`src/rtl/sync_pkg.sv`:
```
// Shared types and the preamble symbol rule for the sync pattern transmitter and its checkers.
package sync_pkg;

   typedef enum logic {
      IDLE = 1'b0,
      SEND = 1'b1
   } state_t;

   typedef enum logic [1:0] {
      SYM_NONE = 2'd0,
      SYM_K    = 2'd1,
      SYM_J    = 2'd2
   } sym_t;

   localparam int SYNC_LEN_FS = 8;
   localparam int SYNC_LEN_HS = 32;

   // K on even positions and on the final position (the closing "K K"), J otherwise.
   function automatic sym_t sync_symbol(input int unsigned idx, input int unsigned len);
      if (idx >= len) return SYM_NONE;
      if ((idx % 2) == 0 || idx == len - 1) return SYM_K;
      return SYM_J;
   endfunction

endpackage

```
`src/rtl/sync_pattern_tx_if.sv`:
```
// Start/strobe/abort request side and K/J symbol side of the sync pattern transmitter.
interface sync_pattern_tx_if;

   logic start;
   logic tx_en;
   logic abort;
   logic tx_k;
   logic tx_j;
   logic tx_valid;
   logic busy;
   logic sync_done_d;
   logic sync_abort_d;

   modport master (
      output start, tx_en, abort,
      input  tx_k, tx_j, tx_valid, busy, sync_done_d, sync_abort_d
   );

   modport slave (
      input  start, tx_en, abort,
      output tx_k, tx_j, tx_valid, busy, sync_done_d, sync_abort_d
   );

endinterface

```
`src/rtl/sync_pattern_tx.sv`:
```
// Emits (SYNC_LEN-2)/2 "K J" pairs then "K K", one symbol per tx_en strobe; first symbol the cycle after start.
// Symbols hold while tx_en=0; abort cancels in any state; all outputs decode from registers only.
import sync_pkg::*;

module sync_pattern_tx #(
   parameter int SYNC_LEN = SYNC_LEN_FS
) (
   input logic           clk,
   input logic           rst,
   sync_pattern_tx_if.slave bus
);

   localparam int              CNT_W = $clog2(SYNC_LEN);
   localparam logic [CNT_W-1:0] LAST  = CNT_W'(SYNC_LEN - 1);

   generate
      if (SYNC_LEN < 4 || SYNC_LEN > 32 || (SYNC_LEN % 2) != 0) begin : g_bad_len
         $error("sync_pattern_tx: SYNC_LEN must be even and within 4..32");
      end
   endgenerate

   state_t           r_state;
   state_t           w_state_nxt;
   logic [CNT_W-1:0] r_idx;
   logic [CNT_W-1:0] w_idx_nxt;
   logic             r_done;
   logic             w_done_nxt;
   logic             r_abort;
   logic             w_abort_nxt;
   sym_t             w_sym;

   always_ff @(posedge clk or negedge rst) begin
      if (!rst) begin
         r_state <= IDLE;
         r_idx   <= '0;
         r_done  <= 1'b0;
         r_abort <= 1'b0;
      end else begin
         r_state <= w_state_nxt;
         r_idx   <= w_idx_nxt;
         r_done  <= w_done_nxt;
         r_abort <= w_abort_nxt;
      end
   end

   always_comb begin
      w_state_nxt = r_state;
      w_idx_nxt   = r_idx;
      w_done_nxt  = 1'b0;
      w_abort_nxt = 1'b0;
      case (r_state)
         IDLE: begin
            if (bus.start && !bus.abort) begin
               w_state_nxt = SEND;
               w_idx_nxt   = '0;
            end
         end
         SEND: begin
            // abort wins over the strobe, even on the final symbol
            if (bus.abort) begin
               w_state_nxt = IDLE;
               w_idx_nxt   = '0;
               w_abort_nxt = 1'b1;
            end else if (bus.tx_en) begin
               if (r_idx == LAST) begin
                  w_state_nxt = IDLE;
                  w_idx_nxt   = '0;
                  w_done_nxt  = 1'b1;
               end else begin
                  w_idx_nxt = r_idx + 1'b1;
               end
            end
         end
         default: begin
            w_state_nxt = IDLE;
            w_idx_nxt   = '0;
         end
      endcase
   end

   assign w_sym = (r_state == SEND) ? sync_symbol(int'(r_idx), SYNC_LEN) : SYM_NONE;

   assign bus.tx_valid     = (r_state == SEND);
   assign bus.busy         = (r_state == SEND);
   assign bus.tx_k         = (w_sym == SYM_K);
   assign bus.tx_j         = (w_sym == SYM_J);
   assign bus.sync_done_d  = r_done;
   assign bus.sync_abort_d = r_abort;

endmodule

```
`src/flat_wrapper.sv`:
```
// flat-port wrapper written by rule: the top's interface ports become plain ports
module sync_pattern_tx_flat 
#(
   parameter int SYNC_LEN = SYNC_LEN_FS
)
  (clk, rst, bus_start, bus_tx_en, bus_abort, bus_tx_k, bus_tx_j, bus_tx_valid, bus_busy, bus_sync_done_d, bus_sync_abort_d);
  sync_pattern_tx_if bus_i ();
  input logic clk;
  input logic rst;
  input wire logic [$bits(bus_i.start)-1:0] bus_start;
  input wire logic [$bits(bus_i.tx_en)-1:0] bus_tx_en;
  input wire logic [$bits(bus_i.abort)-1:0] bus_abort;
  output wire logic [$bits(bus_i.tx_k)-1:0] bus_tx_k;
  output wire logic [$bits(bus_i.tx_j)-1:0] bus_tx_j;
  output wire logic [$bits(bus_i.tx_valid)-1:0] bus_tx_valid;
  output wire logic [$bits(bus_i.busy)-1:0] bus_busy;
  output wire logic [$bits(bus_i.sync_done_d)-1:0] bus_sync_done_d;
  output wire logic [$bits(bus_i.sync_abort_d)-1:0] bus_sync_abort_d;
  assign bus_i.start = bus_start;
  assign bus_i.tx_en = bus_tx_en;
  assign bus_i.abort = bus_abort;
  assign bus_tx_k = bus_i.tx_k;
  assign bus_tx_j = bus_i.tx_j;
  assign bus_tx_valid = bus_i.tx_valid;
  assign bus_busy = bus_i.busy;
  assign bus_sync_done_d = bus_i.sync_done_d;
  assign bus_sync_abort_d = bus_i.sync_abort_d;
  sync_pattern_tx #(.SYNC_LEN(SYNC_LEN)) u_core (.clk(clk), .rst(rst), .bus(bus_i));
endmodule
```
`config.mk`:
```
export PLATFORM = sky130hd
export DESIGN_NAME = sync_pattern_tx_flat
export DESIGN_NICKNAME = d
export VERILOG_FILES = /design/src/rtl/sync_pkg.sv /design/src/rtl/sync_pattern_tx_if.sv /design/src/rtl/sync_pattern_tx.sv /design/src/flat_wrapper.sv
export SDC_FILE = /design/constraint.sdc
export NUM_CORES = 1
export LEC_CHECK = 0
export ABC_AREA = 1
export ABC_CLOCK_PERIOD_IN_PS = 1400
export CORE_AREA = 5 5 42 44
export DETAILED_ROUTE_END_ITERATION = 6
export DIE_AREA = 0 0 47 49
export PLACE_DENSITY = 0.48
export SLEW_MARGIN = 20
export SYNTH_ARGS = -nofsm -noshare
export SYNTH_HDL_FRONTEND = slang
export SYNTH_SLANG_ARGS = --single-unit
```
`constraint.sdc`:
```
create_clock -name clk -period 1.4 [get_ports clk]
set_input_delay 0.42 -clock clk [delete_from_list [all_inputs] [get_ports clk]]
set_output_delay 0.42 -clock clk [all_outputs]
set_load 0.01 [all_outputs]
```
==> metrics.txt <==
# TYPE chip_impl_metric gauge
chip_impl_info{name="status",value="complete, but fails checks"} 1
chip_impl_info{name="violations",value="setup timing"} 1
chip_impl_metric{name="final_core_utilization",unit=""} 0.363
chip_impl_metric{name="grt_max_degree",unit=""} 7
chip_impl_metric{name="buffering_stage_count_on_the_worst_path_with_inverters_included",unit=""} 1
chip_impl_metric{name="total_routed_length",unit="µm"} 849
chip_impl_info{name="synth.cells.most_frequent",value="nand2_1, dfrtp_1, nand3_1, inv_1"} 1
chip_impl_metric{name="cts_hold_repair.buffers",unit=""} 0
chip_impl_metric{name="postSynthRegisterBits",unit=""} 6
chip_impl_metric{name="sequentialPowerShare",unit=""} 0.406
chip_impl_metric{name="synth.net_count",unit=""} 43
chip_impl_info{name="synthDominantAreaCellType",value="dfrtp_1"} 1
chip_impl_metric{name="synth.avg_cell_area",unit="µm²"} 8.45
chip_impl_info{name="crit_end_category",value="output pin"} 1
chip_impl_metric{name="final.min_clock_period",unit="ns"} 1.65
chip_impl_metric{name="core_region_area",unit="mm²"} 0.00140
chip_impl_metric{name="pre_antenna_drt_iters",unit=""} 4
chip_impl_metric{name="setup_tns",unit="ns"} -0.498
chip_impl_metric{name="gpl.final_weighted_congestion",unit=""} 0.714
chip_impl_metric{name="setup_violations",unit=""} 2
chip_impl_metric{name="power.share.switching",unit=""} 0.277
chip_impl_metric{name="post-route-worst-setup-slack",unit="ns"} -0.254
chip_impl_metric{name="grt_antenna_before_repair",unit=""} 0
chip_impl_metric{name="wl_per_cell",unit="µm"} 11.8
chip_impl_metric{name="syn_area",unit="µm²"} 304
chip_impl_info{name="clk_root_buffer_cell",value="clkbuf_4"} 1
chip_impl_metric{name="h_tree_depth",unit=""} 1
chip_impl_metric{name="combinationalPowerShare",unit=""} 0.258
chip_impl_metric{name="placement.setup.worst_slack",unit="ns"} -0.471
chip_impl_info{name="cpMaxStageDelayCell",value="dfrtp_1"} 1
chip_impl_info{name="min-delay-path-class",value="input pin to asynchronous set/reset pin"} 1
chip_impl_metric{name="cpPeakStageDelay",unit="ns"} 0.39
chip_impl_info{name="worst_setup_path_type",value="flip-flop to output pin"} 1
chip_impl_metric{name="clkPwrFrac",unit=""} 0.336
chip_impl_info{name="grt_setup_unrepaired",value="yes"} 1
chip_impl_metric{name="overflow",unit=""} 0
chip_impl_metric{name="clock_skew_after_layout",unit="ns"} 0.00820
chip_impl_metric{name="synth-simple-area-share",unit=""} 0.305
chip_impl_metric{name="timing.slew.headroom",unit=""} 0.803
chip_impl_metric{name="chipWidth",unit="µm"} 47
chip_impl_metric{name="synth_mux_area_frac",unit=""} 0
chip_impl_metric{name="grt_util_met1",unit=""} 0.0871
chip_impl_info{name="crit_path_start_kind",value="flip-flop"} 1
chip_impl_metric{name="grt_pass1_vias",unit=""} 317
chip_impl_info{name="main_combinational_cell_family_by_area_after_synthesis",value="simple AND/OR/NAND/NOR gates"} 1
chip_impl_metric{name="grt_first_pass_wirelength",unit="mm"} 1.34
chip_impl_metric{name="fraction_of_layout_cells_with_a_size_suffix_above_1",unit=""} 0.429
chip_impl_metric{name="max_capacitance_violation_count",unit=""} 0
chip_impl_metric{name="worstPathArrival",unit="ns"} 1.23
chip_impl_metric{name="power_density",unit="mW/mm²"} 931
chip_impl_metric{name="synth_top_area_share",unit=""} 0.494
chip_impl_metric{name="clock_insertion_delay_worst_skew",unit="ns"} 0.24
chip_impl_info{name="cts_tree",value="done"} 1
chip_impl_metric{name="cts.clk_slew.worst_paths",unit="ns"} 0.05
chip_impl_metric{name="synth-xor-area-share",unit=""} 0
chip_impl_metric{name="p_switching",unit="µW"} 131
chip_impl_metric{name="total_leakage_power",unit="nW"} 0.276
chip_impl_metric{name="starting_density_of_the_core",unit=""} 0.217
chip_impl_metric{name="fin_nets",unit=""} 65
chip_impl_metric{name="max_freq",unit="GHz"} 0.605
chip_impl_metric{name="drt-vias-per-instance",unit=""} 4.32
chip_impl_metric{name="dp.final_hpwl",unit="µm"} 579
chip_impl_info{name="synthMostInstantiatedCell",value="nand2_1"} 1
chip_impl_metric{name="synth_cell_types",unit=""} 13
chip_impl_metric{name="crit_path_max_fanout",unit=""} 3
chip_impl_metric{name="netlist_instances",unit=""} 36
chip_impl_metric{name="synth_adder_area_share",unit=""} 0.0823
chip_impl_metric{name="postSynth.asyncResetShare",unit=""} 1.00
chip_impl_metric{name="number_of_synthesized_flops_with_an_enable_pin",unit=""} 0
chip_impl_metric{name="gr-usage-met2",unit=""} 0.136
chip_impl_metric{name="ios",unit=""} 11
chip_impl_metric{name="finalCritPeriodShare",unit=""} 1.18
chip_impl_metric{name="peakVddDrop",unit="µV"} 462
chip_impl_metric{name="synth_sequential_area_ratio",unit=""} 0.494
chip_impl_metric{name="clkSinkCount",unit=""} 6
chip_impl_metric{name="gr-usage-met3",unit=""} 0.0221
chip_impl_info{name="cp_top_family",value="flip-flops"} 1
chip_impl_metric{name="antenna_cells_inserted",unit=""} 0
chip_impl_metric{name="dieArea",unit="mm²"} 0.00230
chip_impl_metric{name="final_antenna_net_count",unit=""} 0
chip_impl_metric{name="internal_power",unit="µW"} 343
chip_impl_metric{name="synth-compound-area-share",unit=""} 0.0329
chip_impl_metric{name="die_height",unit="µm"} 49
chip_impl_info{name="post_synth_main_area_contributors",value="dfrtp_1, nand2_1, ha_1, nand3_1, nand4_1"} 1
chip_impl_metric{name="timing_max_transition_violations_final",unit=""} 0
chip_impl_metric{name="drt_iter0_markers",unit=""} 5
chip_impl_info{name="globalRoute.busiestLayer",value="met2"} 1
chip_impl_metric{name="synth-warning-count",unit=""} 0
chip_impl_metric{name="vias",unit=""} 311
chip_impl_metric{name="post_route_drc_violation_count",unit=""} 0
chip_impl_metric{name="timing.critical_path.required",unit="ns"} 0.98
chip_impl_metric{name="groute.usage.overall",unit=""} 0.0828
chip_impl_metric{name="numCtsBuffers",unit=""} 3
chip_impl_metric{name="cts_buffer_depth",unit=""} 2
chip_impl_info{name="chain_of_cells_forming_the_critical_path",value="ha_2 -> ha_4 -> nor3_2 -> buf_2"} 1
chip_impl_metric{name="rows",unit=""} 14
chip_impl_metric{name="area_delta_synth_final",unit="%"} 67.5
chip_impl_metric{name="finalHoldViolations",unit=""} 0
chip_impl_metric{name="tightest_slew",unit="ns"} 0.295
chip_impl_metric{name="filler_cell_count",unit=""} 161
chip_impl_info{name="synth_flop_cell",value="dfrtp_1"} 1
chip_impl_metric{name="port_buffers",unit=""} 10
power by group through the flow:
stage          Sequential (mW)  Combinational (mW)  Clock [mW]
3_5_place_dp             0.194               0.125           0
3_3_place_gp             0.194               0.126           0
4_1_cts                  0.192               0.122       0.168
2_1_floorplan            0.202              0.0447           0
6_report                 0.192               0.122       0.159
5_1_grt                  0.193               0.133       0.173
worst paths after layout:
check / start / end / slack, ns / cells after the start
setup / recovery: u_core.r_idx[1] / bus_tx_j / -0.25 / 4
min in group clk: u_core.r_idx[1] / u_core.r_idx[1] / 0.55 / 2
max in group asynchronous: rst / u_core.bus.sync_abort_d / 0.74 / 1
setup reg to reg: u_core.r_idx[1] / u_core.r_idx[0] / 0.11 / 9
hold reg to reg: u_core.r_idx[1] / u_core.r_idx[1] / 0.55 / 2
hold / removal: rst / u_core.r_idx[2] / 0.42 / 1
sequential cells by signal (all words and copies together) (netlist names):
register and cells:
u_core.bus.sync_abort_d 1, u_core.r_idx 3, u_core.bus.busy 1, u_core.bus.sync_done_d 1
what timing repair did:
item	CTS	global route
setup buffers	4	1
gates cloned	0	0
setup endpoints to repair	6	3
pin swaps	2	5
gates resized for setup	24	2
metrics by stage:
step	instance area, µm²	hold slack (ns)	power [mW]	cells
4_1_cts	512	0.426	0.482	73
3_3_place_gp	459	0.508	0.319	66
6_report	509	0.424	0.474	72
3_5_place_dp	459	0.512	0.319	66
2_1_floorplan	309	0.124	0.247	36
5_1_grt	509	0.441	0.500	72
routing by layer:
metal,vias up,wire [µm],part of all wire
li1,159,-,-
met1,143,346,0.41
met2,7,442,0.52
met3,2,52,0.061
met4,0,8,0.0094
met5,-,0,0
cell usage in the layout, fill, tap and decap left out, drive strengths merged:
cell type,count
ha,2
clkbuf,3
dlygate4sd2,2
nand4,2
nor2,2
a21oi,1
nand2,10
dfrtp,6
nor3,1
nand3,5
clkdlybuf4s50,4
buf,12
inv,5
o21ai,1
area by class of cell:
class	instances	area (µm²)	area share
sequential	6	150	0.295
inverter	5	21.3	0.0418
clock buffer	3	22.5	0.0442
timing repair buffer	18	141	0.278
tap	16	20.0	0.0393
multi-input combinational	24	154	0.302
kinds of logic after synthesis:
| logic type | Yosys count |
|---|---|
| buffers and inverters | 6 |
| adders and majority gates | 2 |
| and+or+nand+nor | 20 |
| DFF | 6 |
| AOI/OAI and AO/OA | 2 |
Power figures use the tool's default switching activity.
